`src/rtl/player_damage_ctrl.sv`:
```
// Player damage and lives controller: merges cannon hit flags into single accepted
// hits, runs a blinking invulnerability window, and latches game over at zero lives.
module player_damage_ctrl #(
    parameter int unsigned NUM_CANNONS   = 8,
    parameter int unsigned START_LIVES   = 3,
    parameter int unsigned INVULN_FRAMES = 90,
    parameter int unsigned BLINK_HALF    = 8
) (
    input  logic                   frame_clk,
    input  logic                   Reset,
    input  logic [NUM_CANNONS-1:0] Phit_vec,
    input  logic                   restart,
    output logic [2:0]             lives,
    output logic                   invuln,
    output logic                   player_visible,
    output logic                   game_over,
    output logic                   hit_pulse
);

    localparam int unsigned LIVES_W = 3;
    localparam int unsigned CNT_W   = 8;
    localparam logic [LIVES_W-1:0] LIVES_INIT = LIVES_W'(START_LIVES);
    localparam logic [CNT_W-1:0]   INV_LAST   = CNT_W'(INVULN_FRAMES - 1);
    localparam logic [CNT_W-1:0]   BLINK_MASK = CNT_W'(BLINK_HALF);

    typedef enum logic [1:0] {
        PLAY      = 2'd0,
        INVULN    = 2'd1,
        GAME_OVER = 2'd2
    } state_t;

    state_t                 state, state_n;
    logic [LIVES_W-1:0]     lives_n;
    logic [CNT_W-1:0]       inv_cnt, inv_cnt_n;
    logic [NUM_CANNONS-1:0] phit_prev;
    logic                   new_hit;
    logic                   hit_n;
    logic                   vis_n;
    logic [CNT_W-1:0]       blink_k;

    // Any rising edge on any cannon in a frame merges into one hit.
    assign new_hit = |(Phit_vec & ~phit_prev);

    always_ff @(posedge frame_clk or posedge Reset) begin
        if (Reset) begin
            state <= PLAY;
        end else begin
            state <= state_n;
        end
    end

    always_comb begin
        state_n   = state;
        lives_n   = lives;
        inv_cnt_n = inv_cnt;
        hit_n     = 1'b0;
        vis_n     = 1'b1;
        blink_k   = '0;
        if (restart) begin
            state_n   = PLAY;
            lives_n   = LIVES_INIT;
            inv_cnt_n = '0;
        end else begin
            unique case (state)
                PLAY: begin
                    if (new_hit) begin
                        hit_n = 1'b1;
                        if (lives > LIVES_W'(1)) begin
                            lives_n   = lives - LIVES_W'(1);
                            inv_cnt_n = INV_LAST;
                            state_n   = INVULN;
                        end else begin
                            lives_n = '0;
                            state_n = GAME_OVER;
                        end
                    end
                end
                INVULN: begin
                    if (inv_cnt == '0) begin
                        state_n = PLAY;
                    end else begin
                        inv_cnt_n = inv_cnt - CNT_W'(1);
                    end
                end
                GAME_OVER: begin
                    lives_n = '0;
                end
                default: begin
                    state_n = PLAY;
                end
            endcase
        end
        // Sprite hidden for the first BLINK_HALF frames of the window, then alternates.
        blink_k = INV_LAST - inv_cnt_n;
        unique case (state_n)
            INVULN:    vis_n = |(blink_k & BLINK_MASK);
            GAME_OVER: vis_n = 1'b0;
            default:   vis_n = 1'b1;
        endcase
    end

    always_ff @(posedge frame_clk or posedge Reset) begin
        if (Reset) begin
            lives          <= LIVES_INIT;
            inv_cnt        <= '0;
            phit_prev      <= '0;
            hit_pulse      <= 1'b0;
            invuln         <= 1'b0;
            game_over      <= 1'b0;
            player_visible <= 1'b1;
        end else begin
            lives          <= lives_n;
            inv_cnt        <= inv_cnt_n;
            phit_prev      <= Phit_vec;
            hit_pulse      <= hit_n;
            invuln         <= (state_n == INVULN);
            game_over      <= (state_n == GAME_OVER);
            player_visible <= vis_n;
        end
    end

endmodule

```
`config.mk`:
```
export PLATFORM = sky130hd
export DESIGN_NAME = player_damage_ctrl
export DESIGN_NICKNAME = d
export VERILOG_FILES = /design/src/rtl/player_damage_ctrl.sv
export SDC_FILE = /design/constraint.sdc
export NUM_CORES = 1
export LEC_CHECK = 0
export CAP_MARGIN = 15
export CORE_UTILIZATION = 47
export CTS_CLUSTER_SIZE = 16
export DETAILED_ROUTE_END_ITERATION = 8
export GPL_TIMING_DRIVEN = 0
export HOLD_SLACK_MARGIN = 0.15
export PLACE_DENSITY_LB_ADDON = 0.12
export REMOVE_ABC_BUFFERS = 1
export SLEW_MARGIN = 15
export SYNTH_ARGS = -nofsm -noshare
export SYNTH_HDL_FRONTEND = slang
export SYNTH_SLANG_ARGS = --single-unit
export TNS_END_PERCENT = 5
```
`constraint.sdc`:
```
create_clock -name frame_clk -period 2.05 [get_ports frame_clk]
set_input_delay 0.41 -clock frame_clk [delete_from_list [all_inputs] [get_ports frame_clk]]
set_output_delay 0.41 -clock frame_clk [all_outputs]
set_load 0.1 [all_outputs]
```
# == Yosys cells after proc, flatten, opt, wreduce, memory -nomap -nowiden ==
# Index checks and enable logic that the tools add are counted.
# word_totals
register_bits,25
inputBits,11
out_inout_bits,7
elab_cells,42
# classes
add_sub_neg,3
n_lt_le_gt_ge,1
eq_ne,5
mux,18
n_bitwise,2
n_reduce_logical,5
# ops
operator,n
8-bit two-way mux,4
8-bit case mux with 2 select lines,1
3-bit two-way mux,3
8-bit AND,1
8-bit zero test,1
2-bit two-way mux,4
8-bit inverter,1
8-bit OR reduction,1
8-bit by 1-bit subtractor with 8-bit output (second input constant),1
2-bit case mux with 3 select lines,1
3-bit case mux with 2 select lines,1
2-bit by 1-bit equality test with 1-bit output (second input constant),2
2-bit equality test (second input constant),2
4-bit subtractor (first input constant),1
3-bit by 1-bit greater-than comparator with 1-bit output (second input constant),1
1-bit two-way mux,3
3-bit != test (second input constant),1
3-bit nonzero test,1
3-bit by 1-bit subtractor with 3-bit output (second input constant),1
2-bit zero test,1
1-bit case mux with 2 select lines,1
2-bit AND reduction,1

# == Depth between registers and ports, before layout ==
# Gate-level depths: netlist of run 1.
# logic_depth
word_depth,8
depth_mapped,9
mapped_depth_nobuf,8

# == Worst setup path before layout of run 1 ==
# No wires, ideal clock.
# synth_path
path_kind,register -> register
start,reg lives[1]
end,reg player_visible
setup_time_ps,77
arrival_ps,2598
t_required_ps,1973
setup_slack_ps,-625
stages_incl_launch_ff,10
path_buffers,1
synth_period_minus_slack_ps,2675
path_cell_list,dfstp_2 inv_1 ha_1 o21bai_1 nor2b_4 a2111o_1 buf_6 o2111a_2 or3_1 a31oi_1
# synth_between
elab_chain_len,7
word_cells_on_any_way,13
cone_classes,add/sub (1); order compare (1); eq/ne (2); mux (9)
# synth_lines
item,line_no,source
from (decl),13,"output logic [2:0] lives,"
from (signal assigned),112,lives <= lives_n;
3-bit by 1-bit greater-than comparator with 1-bit output *,68,if (lives > LIVES_W'(1)) begin
8-bit two-way mux or 2-bit two-way mux (tied branches),68,
8-bit two-way mux or 2-bit two-way mux (tied branches),66,if (new_hit) begin
8-bit case mux with 2 select lines or 2-bit case mux with 3 select lines (tied branches),64,unique case (state)
8-bit two-way mux or 2-bit two-way mux (tied branches),59,if (restart) begin
"4-bit subtractor, or another cell as far along",94,blink_k = INV_LAST - inv_cnt_n;
1-bit case mux with 2 select lines *,95,unique case (state_n)
net vis_n,38,logic vis_n;
to (signal assigned),118,player_visible <= vis_n;
to (decl),15,"output logic player_visible,"
# Mark *: on every way through the listed nets, which the timed path passes. The rest lies on a longest branch.
# A chain may end at the register's enable or synchronous reset.

# == Worst setup path after layout of run 1 ==
# Ends and elaborated chain as after synthesis.

==> summary.md, run 1 <==
| Metric | Value |
|---|---|
| Worst hold path class | `in -> reg` |
| Wire length of the first global-routing pass | `3630 microns` |
| Drt first pass iters | `4` |
| FMAX | `438 MHz` |
| Reg2Reg Depth | `8` |
| Rel. slew slack | `36.2%` |
| Die area | `2830 sq um` |
| CTS clk-pin slew, worst paths | `0.14 ns` |
| Die Width | `53.2 microns` |
| Commonest non-fill, non-tap cell in the layout | `dfrtp_1` |
| Overflow after GRT | `0` |
| Yosys warning total | `0` |
| Final wirelength | `2310 microns` |
| FF+latch count, synth | `25` |
| Status | `complete, but fails checks` |
| Pwr dens | `1540 nW/um^2` |
| Sequential area share after synthesis | `51.0%` |
| Register Area | `629 sq um` |
| Layout area overhead | `22.0%` |
| DR iter-0 viols | `22` |
| Final Critical Period | `2.28 ns` |
| Syn Area/Cell | `11.9 sq um` |
| Via count | `846` |
| Worst reg2reg path startpoint | `lives[1]` |
| Root buffer cell | `clkbuf_4` |
| RSZ-0062 raised after global routing | `yes` |
| Reg-to-Reg End | `player_visible` |
| Critical path data arrival time | `2.55 ns` |
| Clk buf depth | `2` |
| Maxcap violations | `0` |
| Setup ws final | `-0.234 ns` |
| Die H | `53.2 microns` |
| Footprint of the multi-input gates | `577 sq um` |
| Later-pin clock latency in the skew report | `0.33 ns` |
| Initial Utilization | `49.8%` |
| Hold-fix buffers, CTS | `0` |
| Share of cells above drive strength 1 | `26.0%` |
| VDD IR-drop max | `1120 uV` |
| Startpoint types | `register` |
| Least-Margin Pin Slew | `0.961 ns` |
| CTS Buf Count | `3` |
| Detail Route Antenna Nets | `0` |
| CTS tree | `done` |
| Crit path depth | `8` |
| Slowest cell on crit path | `dfstp_2` |
| Fill cell count | `205` |
| Setup violators final | `6` |
| # rows | `18` |
| FF-to-FF setup slack | `-0.23 ns` |
| N_diodes | `0` |
| CP Capture Type | `register` |
| Final Hold Fails | `0` |
| Worst setup path class | `reg -> reg` |
| DR WL/cell | `14.7 microns` |
| Port Buffers | `17` |
| Yosys cell types | `36` |
| Number of remaining DRC errors | `0` |
| # IOs | `18` |
| Final Wtd Congestion | `0.752` |
| Period utilisation layout | `111%` |
| Worst hold slack | `0.540 ns` |
| Nets | `143` |
| LEAKAGE | `0.642 nW` |
| Clk sink count | `25` |
| Antenna violations before repair | `0` |
| Core ar. | `2480 sq um` |
| Post-Synthesis Cells | `104` |
| Crit path cell chain | `inv_2 > ha_4 > o21bai_4 > nor2b_4 > a2111o_2 > o2111a_2 > or3_1 > a31oi_1` |
| Clock skew | `0.0120 ns` |
| Worst Path Max Fanout | `3` |
| Fin. max-slew vios | `0` |
| CP peak stage delay | `0.58 ns` |
| Crit path launch | `lives[1]` |
| Worst path top cell family by delay | `compound AO/OA/AOI/OAI gates` |
| Routed vias/inst | `5.39` |
| Crit path to | `player_visible` |
| Number of global-route vias before repair | `812` |
| Placement Setup Slack | `-0.558 ns` |
| Gr usage total | `18.6%` |
| CP Buf/Inv Count | `1` |
| Synthesized cell area | `1230 sq um` |
| Most frequent cells in the layout | `dfrtp_1 (22), clkdlybuf4s50_1 (10), inv_1 (8), a21oi_1 (8), nor2_1 (6)` |
| Critical Path RT | `2.31 ns` |
| H-tree levels | `1` |
| Failing checks | `negative setup slack` |
| Largest net degree at the start of global routing | `26` |
| Detailed-placement wirelength estimate | `1580 microns` |
-- logic make-up (layout without fill, tap and decap cells) --
group                    count (synthesis)  after routing  share of synthesized area (%)
buffers and inverters                   13             36                           5.17
AO/OA/AOI/OAI                           26             26                           20.8
AND/OR/NAND/NOR                         30             30                           14.7
flip-flops                              25             25                           51.0
adder cells (fa/ha/maj)                  4              4                           4.06
XOR/XNOR                                 6              6                           4.26
-- synthesized netlist by cell type (all sizes together) --
library cell  instances  area [sq um]
xor2                  1          8.76
nand2b                1          6.26
o311ai                1          8.76
o32ai                 1          16.3
buf                   2          22.5
nor2                  6          22.5
inv                  10          37.5
a2111oi               2          55.1
xnor2                 5          43.8
nor2b                 6          62.6
or2                   1          6.26
a211oi                2          15.0
a31oi                 2          27.5
and3                  1          6.26
ha                    4          50.1
o21bai                2          15.0
nor3                  3          15.0
clkbuf                1          3.75
dfrtp                22           551
a2111o                1          11.3
or3                   1          6.26
dfstp                 3          78.8
o21ai                 2          10.0
a21oi                 9          45.0
o211ai                1          7.51
o2111a                1          12.5
a41oi                 1          16.3
nor4b                 1          8.76
nand2                 5          18.8
o41ai                 1          16.3
nand3                 4          20.0
and2b                 1          8.76
-- where the power goes --
group	switching [mW]	total, mW	internal, mW
clock	0.147	0.223	0.0764
sequential	0.138	0.777	0.639
combinational	0.843	1.32	0.474
-- state kept, by name, summed over array words and instances (netlist names) --
register        cells
phit_prev           8
game_over           1
inv_cnt             8
state               2
invuln              1
player_visible      1
lives               3
hit_pulse           1
-- worst min path at each step --
stage                              end         from  slack [ns]  depth (start not counted)
after floorplan              game_over        Reset        0.44                          1
after global placement        lives[0]     lives[0]        0.53                          2
after detailed placement    inv_cnt[7]   inv_cnt[7]        0.54                          2
after CTS                 phit_prev[0]  Phit_vec[0]        0.53                          1
after global routing      phit_prev[0]  Phit_vec[0]        0.53                          1
final                     phit_prev[0]  Phit_vec[0]        0.54                          1
-- layout make-up --
cell class	count	share of cell area, %
timing repair buffer	22	13.1
tap	30	2.49
inverter	10	2.49
sequential	25	41.8
clock buffer	4	1.75
multi-input combinational	66	38.3
-- metal layers --
layer | wire, microns | part of all wire, % | track usage [%] | vias up
met4 | 40 | 1.7 | 10.5 | 0
met1 | 1020 | 44 | 24.2 | 415
met2 | 1170 | 51 | 29.4 | 22
met5 | 0 | 0 | 0 | -
met3 | 78 | 3.4 | 2.59 | 3
li1 | - | - | - | 406
-- per-stage QoR --
| step | setup TNS [ns] | cells | utilization, % | power (mW) | cell area [sq um] |
|---|---|---|---|---|---|
| 6_report | -0.492 | 157 | 60.8 | 2.32 | 1510 |
| 3_5_place_dp | -1.85 | 148 | 57.1 | 1.95 | 1420 |
| 2_1_floorplan | -3.20 | 101 | - | 1.69 | 1210 |
| 3_3_place_gp | -1.42 | 148 | 57.1 | 1.92 | 1420 |
| 4_1_cts | -0.462 | 156 | 59.2 | 2.22 | 1470 |
| 5_1_grt | -1.07 | 157 | 60.8 | 2.46 | 1510 |
-- worst register-to-register path, cell delays in order, from the launching register on --
cell	delay (ns)
dfstp_2	0.58
inv_2	0.05
ha_4	0.15
o21bai_4	0.16
nor2b_4	0.13
a2111o_2	0.45
o2111a_2	0.15
or3_1	0.35
a31oi_1	0.20
-- timing repair --
item                       4_1_cts  5_1_grt
pin swaps                        1        3
resized for setup               10       11
setup endpoints to repair        9       13
setup buffers                    4        1
No activity file was read; power rests on OpenSTA's default activity.
==> run 2, diff against run 1 <==
CTS_BUF_LIST = sky130_fd_sc_hd__clkbuf_4 sky130_fd_sc_hd__clkbuf_8 sky130_fd_sc_hd__clkbuf_16   (was unset)
==> summary.md, run 2 (synthesis gave the netlist of run 1 again) <==
| Metric | Value |
|---|---|
| Status | `complete, but fails checks (unchanged)` |
| Failing checks | `negative setup slack (unchanged)` |
| Clk network pwr share | `10.0% (was 9.6%)` |
| Final Wtd Congestion | `0.752 (unchanged)` |
| Slowest cell on crit path | `dfstp_2 (unchanged)` |
| Drt first pass iters | `4 (unchanged)` |
| P_sw | `1.12 mW (was 1.13 mW)` |
| FMAX | `438 MHz (about the same)` |
| CTS clk-pin slew, worst paths | `0.13 ns (was 0.14 ns)` |
| Non-Filler Instances | `157 (unchanged)` |
| # rows | `18 (unchanged)` |
| CP Capture Type | `register (unchanged)` |
| Setup ws final | `-0.234 ns (about the same)` |
| Nets | `143 (unchanged)` |
| Gr usage total | `18.6% (about the same)` |
| Root buffer cell | `clkbuf_4 (unchanged)` |
| Critical Path RT | `2.31 ns (about the same)` |
| Worst hold slack | `0.540 ns (about the same)` |
| Final Critical Period | `2.28 ns (about the same)` |
| Setup violators final | `6 (unchanged)` |
| Port Buffers | `17 (unchanged)` |
| Clock skew | `0.00740 ns (was 0.0120 ns)` |
| N_diodes | `0 (unchanged)` |
| Sequential power share | `33.4% (was 33.5%)` |
| Worst hold path class | `in -> reg (unchanged)` |
| Worst setup path class | `reg -> reg (unchanged)` |
| Clk buf depth | `2 (unchanged)` |
| Leading registers by flop count | `inv_cnt: 8 flops, phit_prev: 8 flops, lives: 3 flops (unchanged)` |
| Critical path data arrival time | `2.54 ns (was 2.55 ns)` |
| VDD IR-drop max | `1120 uV (about the same)` |
| Routed vias/inst | `5.46 (was 5.39)` |
| H-tree levels | `1 (unchanged)` |
| Startpoint types | `register (unchanged)` |
| Pwr dens | `1540 nW/um^2 (about the same)` |
| Commonest non-fill, non-tap cell in the layout | `dfrtp_1 (unchanged)` |
| Worst path top cell family by delay | `compound AO/OA/AOI/OAI gates (unchanged)` |
| Die area | `2830 sq um (unchanged)` |
| Core ar. | `2480 sq um (unchanged)` |
| Via count | `858 (was 846)` |
| Crit path cell chain | `inv_2 > ha_4 > o21bai_4 > nor2b_4 > a2111o_2 > o2111a_2 > or3_1 > a31oi_1 (unchanged)` |
| Final Hold Fails | `0 (unchanged)` |
| Number of global-route vias before repair | `817 (was 812)` |
| Setup TNS | `-0.473 ns (was -0.492 ns)` |
| Placement Setup Slack | `-0.558 ns (unchanged)` |
| Maxcap violations | `0 (unchanged)` |
| Detail Route Antenna Nets | `0 (unchanged)` |
| Initial Utilization | `49.8% (unchanged)` |
| Number of remaining DRC errors | `0 (unchanged)` |
| Design area | `1510 sq um (about the same)` |
| Inst Count DP | `148 (unchanged)` |
| Largest net degree at the start of global routing | `26 (unchanged)` |
| Hold-fix buffers, CTS | `0 (unchanged)` |
| Detailed-placement wirelength estimate | `1580 microns (unchanged)` |
| Wire length of the first global-routing pass | `3620 microns (was 3630 microns)` |
| Placed cell areas | `1420 sq um (unchanged)` |
| Share of cells above drive strength 1 | `26.8% (was 26.0%)` |
| Final wirelength | `2310 microns (about the same)` |
| CP Buf/Inv Count | `1 (unchanged)` |
| Switching Share | `48.3% (was 48.7%)` |
| Least-Margin Pin Slew | `0.961 ns (about the same)` |
| CTS tree | `done (unchanged)` |
| DR WL/cell | `14.7 microns (about the same)` |
| CTS Buf Count | `3 (unchanged)` |
| Antenna violations before repair | `0 (unchanged)` |
| Period utilisation layout | `111% (about the same)` |
| Fin. max-slew vios | `0 (unchanged)` |
| Layout area overhead | `22.3% (was 22.0%)` |
| Internal power | `1.20 mW (was 1.19 mW)` |
| RSZ-0062 raised after global routing | `yes (unchanged)` |
| DR iter-0 viols | `15 (was 22)` |
| # IOs | `18 (unchanged)` |
| LEAKAGE | `0.646 nW (was 0.642 nW)` |
| Die H | `53.2 microns (unchanged)` |
| Rel. slew slack | `36.2% (unchanged)` |
| Worst Path Max Fanout | `3 (unchanged)` |
| Combinational power share | `56.6% (was 56.8%)` |
| Die Width | `53.2 microns (unchanged)` |
| Overflow after GRT | `0 (unchanged)` |
| CP peak stage delay | `0.58 ns (about the same)` |
| Most frequent cells in the layout | `dfrtp_1 (22), clkdlybuf4s50_1 (10), inv_1 (8), a21oi_1 (8), nor2_1 (6) (unchanged)` |
| Clk sink count | `25 (unchanged)` |
| Later-pin clock latency in the skew report | `0.32 ns (was 0.33 ns)` |
==> run 2: changes by cell type in the layout (fill, tap and decap cells not counted) <==
cell	change
clkbuf_1	-1
clkbuf_4	+1
==> run 2: worst register-to-register path: cells and delay by family, from the launching register on <==
family                     cells  cell delay (ns)
buffers and inverters          1             0.05
AOI/OAI and AO/OA              4             0.96
DFF                            1             0.58
adders and majority gates      1             0.15
and+or+nand+nor                2             0.48
==> run 2: power groups by stage <==
stage	Clock, mW	Sequential [mW]	Combinational [mW]
final	0.233	0.777	1.32
after global routing	0.261	0.796	1.41
after CTS	0.243	0.761	1.23
after detailed placement	0	0.777	1.17
after global placement	0	0.766	1.15
after floorplan	0	1.12	0.573
==> run 2: stage by stage <==
stage	util [%]	power, mW
2_1_floorplan	-	1.69
3_3_place_gp	57.1	1.92
3_5_place_dp	57.1	1.95
4_1_cts	59.3	2.24
5_1_grt	60.9	2.47
6_report	60.9	2.33
==> run 2: layer usage <==
metal	vias to the layer above	track usage [%]	wire length [microns]	share of wire, %
met1	429	24.0	1020	44
met3	5	2.59	68	2.9
met2	18	29.4	1170	51
li1	406	-	-	-
met5	-	0	0	0
met4	0	10.5	59	2.6
==> run 2: worst paths after layout <==
check / depth (start not counted) / slack, ns / end / start
max: 8 / -0.23 / player_visible / lives[1]
max in group asynchronous: 2 / 0.92 / phit_prev[4] / Reset
min in group asynchronous: 2 / 0.57 / inv_cnt[1] / Reset
max reg2reg: 8 / -0.23 / player_visible / lives[1]
min: 1 / 0.54 / phit_prev[0] / Phit_vec[0]
min reg2reg: 2 / 0.57 / inv_cnt[7] / inv_cnt[7]
==> run 2: cell type report <==
class | instances | area [sq um]
clock buffers | 4 | 30.0
fillers | 208 | 968
inverters | 10 | 37.5
multi-input cells | 66 | 577
flip-flops and latches | 25 | 629
well taps | 30 | 37.5
repair buffers | 22 | 198
==> run 2: repair_timing <==
action / 4_1_cts / 5_1_grt
gates resized for setup: 10 / 11
pin swaps: 1 / 3
endpoints found under the setup margin: 9 / 13
buffers inserted: 4 / 1
